$ cat src/rtl/flash_bus_arbiter.sv
`default_nettype none
// ============================================================================
// flash_bus_arbiter
// Round-robin arbiter sharing one Avalon-MM flash slave between the ibex
// instruction and data ports, with optional byte swap and a read watchdog.
// Revision: 1.0
// ============================================================================
module flash_bus_arbiter #(
  parameter int unsigned AddrWidth     = 24,
  parameter bit          SwapBytes     = 1'b1,
  parameter int unsigned TimeoutCycles = 256
) (
  input  logic                 clk_i,
  input  logic                 rst_ni,
  input  logic                 instr_req_i,
  input  logic [31:0]          instr_addr_i,
  output logic                 instr_gnt_o,
  output logic                 instr_rvalid_o,
  output logic [31:0]          instr_rdata_o,
  output logic                 instr_err_o,
  input  logic                 data_req_i,
  input  logic                 data_we_i,
  input  logic [3:0]           data_be_i,
  input  logic [31:0]          data_addr_i,
  input  logic [31:0]          data_wdata_i,
  output logic                 data_gnt_o,
  output logic                 data_rvalid_o,
  output logic [31:0]          data_rdata_o,
  output logic                 data_err_o,
  output logic [AddrWidth-1:0] avm_address_o,
  output logic                 avm_read_o,
  output logic                 avm_write_o,
  output logic [3:0]           avm_byteenable_o,
  output logic [31:0]          avm_writedata_o,
  input  logic                 avm_waitrequest_i,
  input  logic [31:0]          avm_readdata_i,
  input  logic                 avm_readdatavalid_i,
  output logic                 busy_o
);

  typedef enum logic [1:0] {
    IDLE    = 2'd0,
    CMD     = 2'd1,
    WAIT_RD = 2'd2,
    DRAIN   = 2'd3
  } state_e;

  localparam logic        OWNER_INSTR = 1'b0;
  localparam logic        OWNER_DATA  = 1'b1;
  localparam int unsigned CntWidth    = $clog2(TimeoutCycles);
  localparam logic [CntWidth-1:0] CntLast = CntWidth'(TimeoutCycles - 1);

  function automatic logic [31:0] swap_word(input logic [31:0] w);
    return SwapBytes ? {w[7:0], w[15:8], w[23:16], w[31:24]} : w;
  endfunction

  function automatic logic [3:0] swap_be(input logic [3:0] b);
    return SwapBytes ? {b[0], b[1], b[2], b[3]} : b;
  endfunction

  state_e                 state_q, state_d;
  logic                   owner_q, owner_d;
  logic                   last_owner_q, last_owner_d;
  logic                   we_q, we_d;
  logic                   stale_q, stale_d;
  logic [CntWidth-1:0]    cnt_q, cnt_d;
  logic [AddrWidth-1:0]   avm_address_q, avm_address_d;
  logic                   avm_read_q, avm_read_d;
  logic                   avm_write_q, avm_write_d;
  logic [3:0]             avm_be_q, avm_be_d;
  logic [31:0]            avm_wdata_q, avm_wdata_d;
  logic                   instr_rvalid_q, instr_rvalid_d;
  logic                   instr_err_q, instr_err_d;
  logic [31:0]            instr_rdata_q, instr_rdata_d;
  logic                   data_rvalid_q, data_rvalid_d;
  logic                   data_err_q, data_err_d;
  logic [31:0]            data_rdata_q, data_rdata_d;

  logic                   rsp_fire;
  logic                   rsp_err;
  logic [31:0]            rsp_data;
  logic                   grant_we;
  logic                   addr_unused;

  // Round-robin tie break: the requester that did not own the last transfer wins.
  assign instr_gnt_o = (state_q == IDLE) && instr_req_i &&
                       (!data_req_i || (last_owner_q == OWNER_DATA));
  assign data_gnt_o  = (state_q == IDLE) && data_req_i &&
                       (!instr_req_i || (last_owner_q == OWNER_INSTR));
  assign grant_we    = data_gnt_o && data_we_i;
  assign addr_unused = ^{instr_addr_i, data_addr_i};

  always_comb begin
    state_d        = state_q;
    owner_d        = owner_q;
    last_owner_d   = last_owner_q;
    we_d           = we_q;
    stale_d        = stale_q;
    cnt_d          = cnt_q;
    avm_address_d  = avm_address_q;
    avm_read_d     = avm_read_q;
    avm_write_d    = avm_write_q;
    avm_be_d       = avm_be_q;
    avm_wdata_d    = avm_wdata_q;
    instr_rvalid_d = 1'b0;
    instr_err_d    = 1'b0;
    instr_rdata_d  = instr_rdata_q;
    data_rvalid_d  = 1'b0;
    data_err_d     = 1'b0;
    data_rdata_d   = data_rdata_q;
    rsp_fire       = 1'b0;
    rsp_err        = 1'b0;
    rsp_data       = '0;

    case (state_q)
      IDLE: begin
        if (instr_gnt_o || data_gnt_o) begin
          owner_d       = data_gnt_o ? OWNER_DATA : OWNER_INSTR;
          last_owner_d  = data_gnt_o ? OWNER_DATA : OWNER_INSTR;
          we_d          = grant_we;
          avm_address_d = data_gnt_o ? data_addr_i[AddrWidth+1:2]
                                     : instr_addr_i[AddrWidth+1:2];
          avm_be_d      = data_gnt_o ? swap_be(data_be_i) : 4'hF;
          avm_wdata_d   = data_gnt_o ? swap_word(data_wdata_i) : avm_wdata_q;
          avm_read_d    = !grant_we;
          avm_write_d   = grant_we;
          state_d       = CMD;
        end
      end
      CMD: begin
        if (!avm_waitrequest_i) begin
          avm_read_d  = 1'b0;
          avm_write_d = 1'b0;
          if (we_q) begin
            rsp_fire = 1'b1;
            state_d  = IDLE;
          end else begin
            cnt_d   = '0;
            state_d = WAIT_RD;
          end
        end
      end
      WAIT_RD: begin
        if (avm_readdatavalid_i) begin
          rsp_fire = 1'b1;
          rsp_data = swap_word(avm_readdata_i);
          state_d  = IDLE;
        end else if (cnt_q == CntLast) begin
          rsp_fire = 1'b1;
          rsp_err  = 1'b1;
          stale_d  = 1'b1;
          cnt_d    = '0;
          state_d  = DRAIN;
        end else begin
          cnt_d = cnt_q + 1'b1;
        end
      end
      DRAIN: begin
        // The late beat of the abandoned read is swallowed here.
        if ((avm_readdatavalid_i && stale_q) || (cnt_q == CntLast)) begin
          stale_d = 1'b0;
          state_d = IDLE;
        end else begin
          cnt_d = cnt_q + 1'b1;
        end
      end
      default: state_d = IDLE;
    endcase

    if (rsp_fire) begin
      if (owner_q == OWNER_DATA) begin
        data_rvalid_d = 1'b1;
        data_err_d    = rsp_err;
        data_rdata_d  = rsp_data;
      end else begin
        instr_rvalid_d = 1'b1;
        instr_err_d    = rsp_err;
        instr_rdata_d  = rsp_data;
      end
    end
  end

  always_ff @(posedge clk_i or negedge rst_ni) begin
    if (!rst_ni) begin
      state_q        <= IDLE;
      owner_q        <= OWNER_INSTR;
      last_owner_q   <= OWNER_DATA;
      we_q           <= 1'b0;
      stale_q        <= 1'b0;
      cnt_q          <= '0;
      avm_address_q  <= '0;
      avm_read_q     <= 1'b0;
      avm_write_q    <= 1'b0;
      avm_be_q       <= 4'h0;
      avm_wdata_q    <= '0;
      instr_rvalid_q <= 1'b0;
      instr_err_q    <= 1'b0;
      instr_rdata_q  <= '0;
      data_rvalid_q  <= 1'b0;
      data_err_q     <= 1'b0;
      data_rdata_q   <= '0;
    end else begin
      state_q        <= state_d;
      owner_q        <= owner_d;
      last_owner_q   <= last_owner_d;
      we_q           <= we_d;
      stale_q        <= stale_d;
      cnt_q          <= cnt_d;
      avm_address_q  <= avm_address_d;
      avm_read_q     <= avm_read_d;
      avm_write_q    <= avm_write_d;
      avm_be_q       <= avm_be_d;
      avm_wdata_q    <= avm_wdata_d;
      instr_rvalid_q <= instr_rvalid_d;
      instr_err_q    <= instr_err_d;
      instr_rdata_q  <= instr_rdata_d;
      data_rvalid_q  <= data_rvalid_d;
      data_err_q     <= data_err_d;
      data_rdata_q   <= data_rdata_d;
    end
  end

  assign avm_address_o    = avm_address_q;
  assign avm_read_o       = avm_read_q;
  assign avm_write_o      = avm_write_q;
  assign avm_byteenable_o = avm_be_q;
  assign avm_writedata_o  = avm_wdata_q;
  assign instr_rvalid_o   = instr_rvalid_q;
  assign instr_err_o      = instr_err_q;
  assign instr_rdata_o    = instr_rdata_q;
  assign data_rvalid_o    = data_rvalid_q;
  assign data_err_o       = data_err_q;
  assign data_rdata_o     = data_rdata_q;
  assign busy_o           = (state_q != IDLE);

endmodule
`default_nettype wire

$ cat config.mk
export PLATFORM = sky130hd
export DESIGN_NAME = flash_bus_arbiter
export DESIGN_NICKNAME = d
export VERILOG_FILES = /design/src/rtl/flash_bus_arbiter.sv
export SDC_FILE = /design/constraint.sdc
export NUM_CORES = 1
export LEC_CHECK = 0
export BUFFER_PORTS_ARGS = -buffer_cell sky130_fd_sc_hd__buf_4
export CORE_MARGIN = 2
export CORE_UTILIZATION = 45
export CTS_BUF_LIST = sky130_fd_sc_hd__clkbuf_2
export DETAILED_ROUTE_END_ITERATION = 12
export PLACE_DENSITY = 0.74
export SYNTH_ARGS = -nofsm -noshare
export SYNTH_HDL_FRONTEND = slang
export SYNTH_SLANG_ARGS = --single-unit
$ cat constraint.sdc
create_clock -name clk_i -period 2.65 [get_ports clk_i]
set_input_delay 0.3975 -clock clk_i [delete_from_list [all_inputs] [get_ports clk_i]]
set_output_delay 0.3975 -clock clk_i [all_outputs]
set_load 0.005 [all_outputs]
* Word-level counts from Yosys, hierarchy flattened *
Index checks and enable logic that the tools add are counted.

word-level totals
  memory bits (writable) = 0
  bits in read-only memories = 0
  bits of input ports = 139
  flip-flop bits (word level) = 144
  latch bits = 0
  output and inout port bits = 133
  word-level logic and storage cells = 100
  memories = 0

cells by class
  mux-type cells = 42
  div/mod/pow operators = 0
  bitwise operators = 2
  equality and inequality tests = 12
  multiply operators = 0
  shifts and indexed selects = 0
  reductions and logical operators = 26
  magnitude comparators = 0
  add/sub/neg operators = 1

operator list
  cell                                                 count
  2-to-1 mux 32 bit                                    2
  2-to-1 mux 8 bit                                     5
  2-to-1 mux 24 bit                                    1
  case mux 8 bit (3 select lines)                      1
  2-to-1 mux 1 bit                                     21
  2-to-1 mux 2 bit                                     6
  inequality test 2 bit, second input constant         6
  adder 8 x 1 -> 8 bit, second input constant          1
  equality test 8 bit, second input constant           1
  case mux 1 bit (2 select lines)                      4
  case mux 2 bit (4 select lines)                      1
  AND reduction 4 bit                                  2
  logical AND 1 bit                                    6
  AND reduction 2 bit                                  3
  AND reduction 3 bit                                  2
  nonzero test 2 bit                                   3
  AND reduction 5 bit                                  1
  equality test 2 bit, second input constant           2
  logical OR 1 bit                                     4
  2-to-1 mux 4 bit                                     1
  logical NOT 1 bit                                    3
  inequality test 3 bit, second input constant         1
  nonzero test 3 bit                                   1
  equality test 2 x 1 -> 1 bit, second input constant  1
  other kinds (3)                                      4

* Longest topological paths before layout *
  word-level depth = 7
  depth in mapped cells = 9
  gate-level depth less buffers = 6

* Worst setup path before layout *
Ideal clock, no wire load.

  path type = reg2reg
  start = reg cnt_q[0]
  end = reg instr_rdata_q[0] (netlist: instr_rdata_o[0])
  cell stages (with the launch flop) = 7
  arrival time = 1869 ps
  path slack = 656 ps
  buffers on the path = 1
  library setup time = 125 ps
  cells stage by stage = dfrtp_1 -> ha_1 -> and4_1 -> a21o_1 -> a22oi_2 -> buf_4 -> mux2_2

between the ends
  cells in the longest elaborated chain, start to end = 5

RTL lines
  element                          line  text
  from (decl)                      66    logic [CntWidth-1:0] cnt_q, cnt_d;
  from (signal assigned)           208   cnt_q <= cnt_d;
  equality test 8 bit              148   end else if (cnt_q == CntLast) begin
  2-to-1 mux 1 bit                 148
  2-to-1 mux 1 bit                 144   if (avm_readdatavalid_i) begin
  case mux 1 bit (2 select lines)  115   case (state_q)
  AND reduction 2 bit (no line)    n/a
  to (signal assigned)             216   instr_rdata_q <= instr_rdata_d;
  to (decl)                        74    logic [31:0] instr_rdata_q, instr_rdata_d;

Every way passes these cells.
A chain may end at the register's enable or synchronous reset.

* Worst setup path in the final report *
  start = reg state_q[0]
  end = reg avm_address_q[12] (netlist: avm_address_o[12])

between the ends
  cells in the longest elaborated chain, start to end = 5

RTL lines
  element                                            line         text
  from (decl)                                        61           state_e state_q, state_d;
  from (signal assigned)                             203          state_q <= state_d;
  logical NOT 2 bit (*)                              86, 88, 115
  logical AND 1 bit (on tied branches) (2 in a row)  86, 88
  logical OR 1 bit                                   117          if (instr_gnt_o || data_gnt_o) begin
  AND reduction 2 bit (no line)                      n/a
  to (signal assigned)                               209          avm_address_q <= avm_address_d;
  to (decl)                                          67           logic [AddrWidth-1:0] avm_address_q, avm_address_d;

Mark *: on every way between the ends. The rest lies on a longest branch, timed or not.

==> metrics <==
crit path cell chain=inv_1, ha_1, inv_1, nor2_4, buf_8, nor2_1, a31oi_1, dlygate4sd3_1; DRT Wirelength=19430 microns; DR DRC count=0; Post-synth EDFFs=0; pin count of the biggest net entering global routing=83; routed wire length per instance=17.34 microns; DRT Pass-1 Iters=5; synthesized area per cell=10.82 sq um; Vias=~5800; run status=complete, no violations; fin nets=~1100; first-pass GRT wire length=approximately 30000 microns; relative slew slack=about half; PwrDens=871.4 mW/mm^2; total global routing overflow=0; Leak=a little over 5 nW; startpoint type of the worst setup path=flip-flop; top_reg_cell synth=dfrtp_1; crit path time final=between 2000 and 2500 ps; fillers=around 950; worst-skew pair later-pin latency=720 ps; routability cong.=between 0.8 and 0.9; share of cells above drive strength 1=between 30% and 40%; Root Buffer=clkbuf_2; die width=approximately 120 microns; crit-path max cell delay=around 620 ps; Mapped Nets=727; Mapped Area=0.006296 sq mm; antenna-violating nets left=0; FF+latch count, synth=about 140; WP data arrival=~3200 ps; simple-gate share of the synthesized area=around 17%; area grow syn2layout=52.72%; Final Cycle Share=between 90% and 100%; count leader, synth=nand2_1; crit path max fanout=53; post-placement cell count=about 990; HP Class=primary input to flip-flop; Area contributors post-synth=dfrtp_1 (57%), nand2_1 (9.3%), mux2_4 (6.9%); Initial DRC Count=just over 400; critical path capture point type=flip-flop; worst vdd ir=about 0.52 mV; clk buf depth=2; initial antenna violation count=0; sequential-to-total area share from yosys stat=a little under three fifths; yosys warns=0; CP Class=flip-flop to flip-flop; Slowest-stage cell, CP=dlygate4sd3_1; unrepaired setup endpoints after global routing=no; CTS Sinks=144; Max Freq=around 400 MHz; Max Slew Vio Count=0; vias in the first global route=a little under 6000; Commonest cells post-synth=nand2_1 (156), dfrtp_1 (143), and3_1 (38), mux2_2 (36), nor2_1 (35); post-synthesis mux area share=a little over an eighth; Slew @ Worst Pin=roughly 760 ps; Post-Syn Instances=just under 600; biggest area consumer among synthesized cells=dfrtp_1; Final setup viols=0; die area=roughly 0.015 sq mm; Reg clk slew, reported paths=between 200 and 250 ps; worst path required time=about 3300 ps; Core Region=around 0.014 sq mm; area fraction of the dominant cell type after synthesis=56.84%; TritonCTS buffer count=17; Ports=272; clk_skew=between 20 and 25 ps; antenna cells=0; main combinational cell family by area after synthesis=simple AND/OR/NAND/NOR gates; FP Rows=43; Post-Route Setup TNS=0 ps; Post-Synth XOR/XNOR Area=0%; CTS tree=done; GR Util All Layers=25.97%; Max-Cap Viols=0; htree depth=4; setup bufs post-CTS=0; Top cell by count, worst path=inv_1; die height=122.3 microns; asr flop ratio synth=between 90% and 100%; synth unique cells=41; Post-Synth Adder-Cell Area=1.192%; Compound-Gate Fraction of Synth Area=6.618%; fin cells=1120; hold violation count in the final report=0; Initial Util=between 40% and 50%; vias per inst=between 5 and 6; hpwl dp=12140 microns; IO Port Bufs=255
routing by layer:
| metal | vias up | GRT usage [%] | wire length (microns) | share of wire, % |
|---|---|---|---|---|
| li1 | 2664 | - | - | - |
| met1 | 2834 | 31.94 | 7611 | 39 |
| met2 | 301 | 41.77 | 9426 | 49 |
| met3 | 39 | 9.387 | 1890 | 9.7 |
| met4 | 0 | 10.27 | 498 | 2.6 |
| met5 | - | 0 | 0 | 0 |
final cells by class:
cell class	count	area (sq um)	share of cell area, %
flip-flops and latches	144	3605	37.49
repair buffers	361	3007	31.27
multi-input cells	387	2457	25.56
well taps	180	225.2	2.342
clock inverters	15	176.4	1.835
clock buffers	17	85.08	0.8848
inverters	16	60.06	0.6246
worst max-delay path, delay by kind of cell (launching register included):
family,cells,cell delay [ps]
adder cells (fa/ha/maj),1,330
AO/OA/AOI/OAI,1,230
buffers and inverters,4,1190
AND/OR/NAND/NOR,2,230
flip-flops,1,460
path summary, 6_finish.rpt:
| path | from | slack, ps | to | depth (start not counted) |
|---|---|---|---|---|
| setup / recovery | state_q[0] | 160 | avm_address_o[12] | 8 |
| hold / removal | avm_readdata_i[25] | 60 | data_rdata_o[1] | 3 |
| setup reg to reg | state_q[0] | 160 | avm_address_o[12] | 8 |
| hold reg to reg | avm_writedata_o[7] | 510 | avm_writedata_o[7] | 2 |
| max in group asynchronous | rst_ni | 1670 | data_rdata_o[2] | 3 |
| min in group asynchronous | rst_ni | 260 | data_rvalid_o | 2 |
flip-flops by register name, indices dropped and copies added (netlist names), 2 cells and up:
signal	flops
state_q	2
cnt_q	8
avm_byteenable_o	4
data_rdata_o	32
avm_writedata_o	32
avm_address_o	24
instr_rdata_o	32
cells in the final DEF (no fill, tap or decap), types with 4 or more instances in the layout:
cell type / instances
buf_4: 258
nand2_1: 156
dfrtp_1: 143
dlygate4sd3_1: 96
and3_1: 38
mux2_2: 36
nor2_1: 34
mux2_4: 29
a31oi_1: 26
clkbuf_2: 17
inv_1: 16
nand3_1: 8
a21oi_1: 6
o21ai_0: 6
ha_1: 6
o22ai_1: 5
o22a_1: 4
inv_6: 4
clkinvlp_4: 4
logic make-up (layout without fill, tap and decap cells):
group           count (synthesis)  in the layout
buf+inv                        51            409
compound gates                 62             62
flops                         144            144
mux                            67             67
fa+ha+maj                       6              6
simple gates                  252            252
power by group:
group	switching (W)	leakage, nW	total [W]	internal [W]
clock	0.000893	0.144	0.00136	0.000465
sequential	0.000430	1.86	0.00332	0.00289
combinational	0.00169	3.06	0.00371	0.00201
per-stage QoR:
stage	setup WS (ps)	power, W	hold slack [ps]	area [sq um]	utilization, %
after floorplan	655.9	0.004816	101.9	6296	-
after global placement	549.7	0.006357	461.8	8378	60.83
after detailed placement	429.3	0.006480	464.9	8378	60.83
after CTS	159.7	0.008270	2.872	9530	69.20
after global routing	6.592	0.008937	1.054	9615	69.81
final	160.2	0.008379	62.49	9615	69.81
timing repair:
item	in CTS	in global routing
endpoints found under the hold margin	142	10
gates resized for setup	0	5
hold buffers	89	7
endpoints found under the setup margin	0	19
No activity file was read; power rests on OpenSTA's default activity.
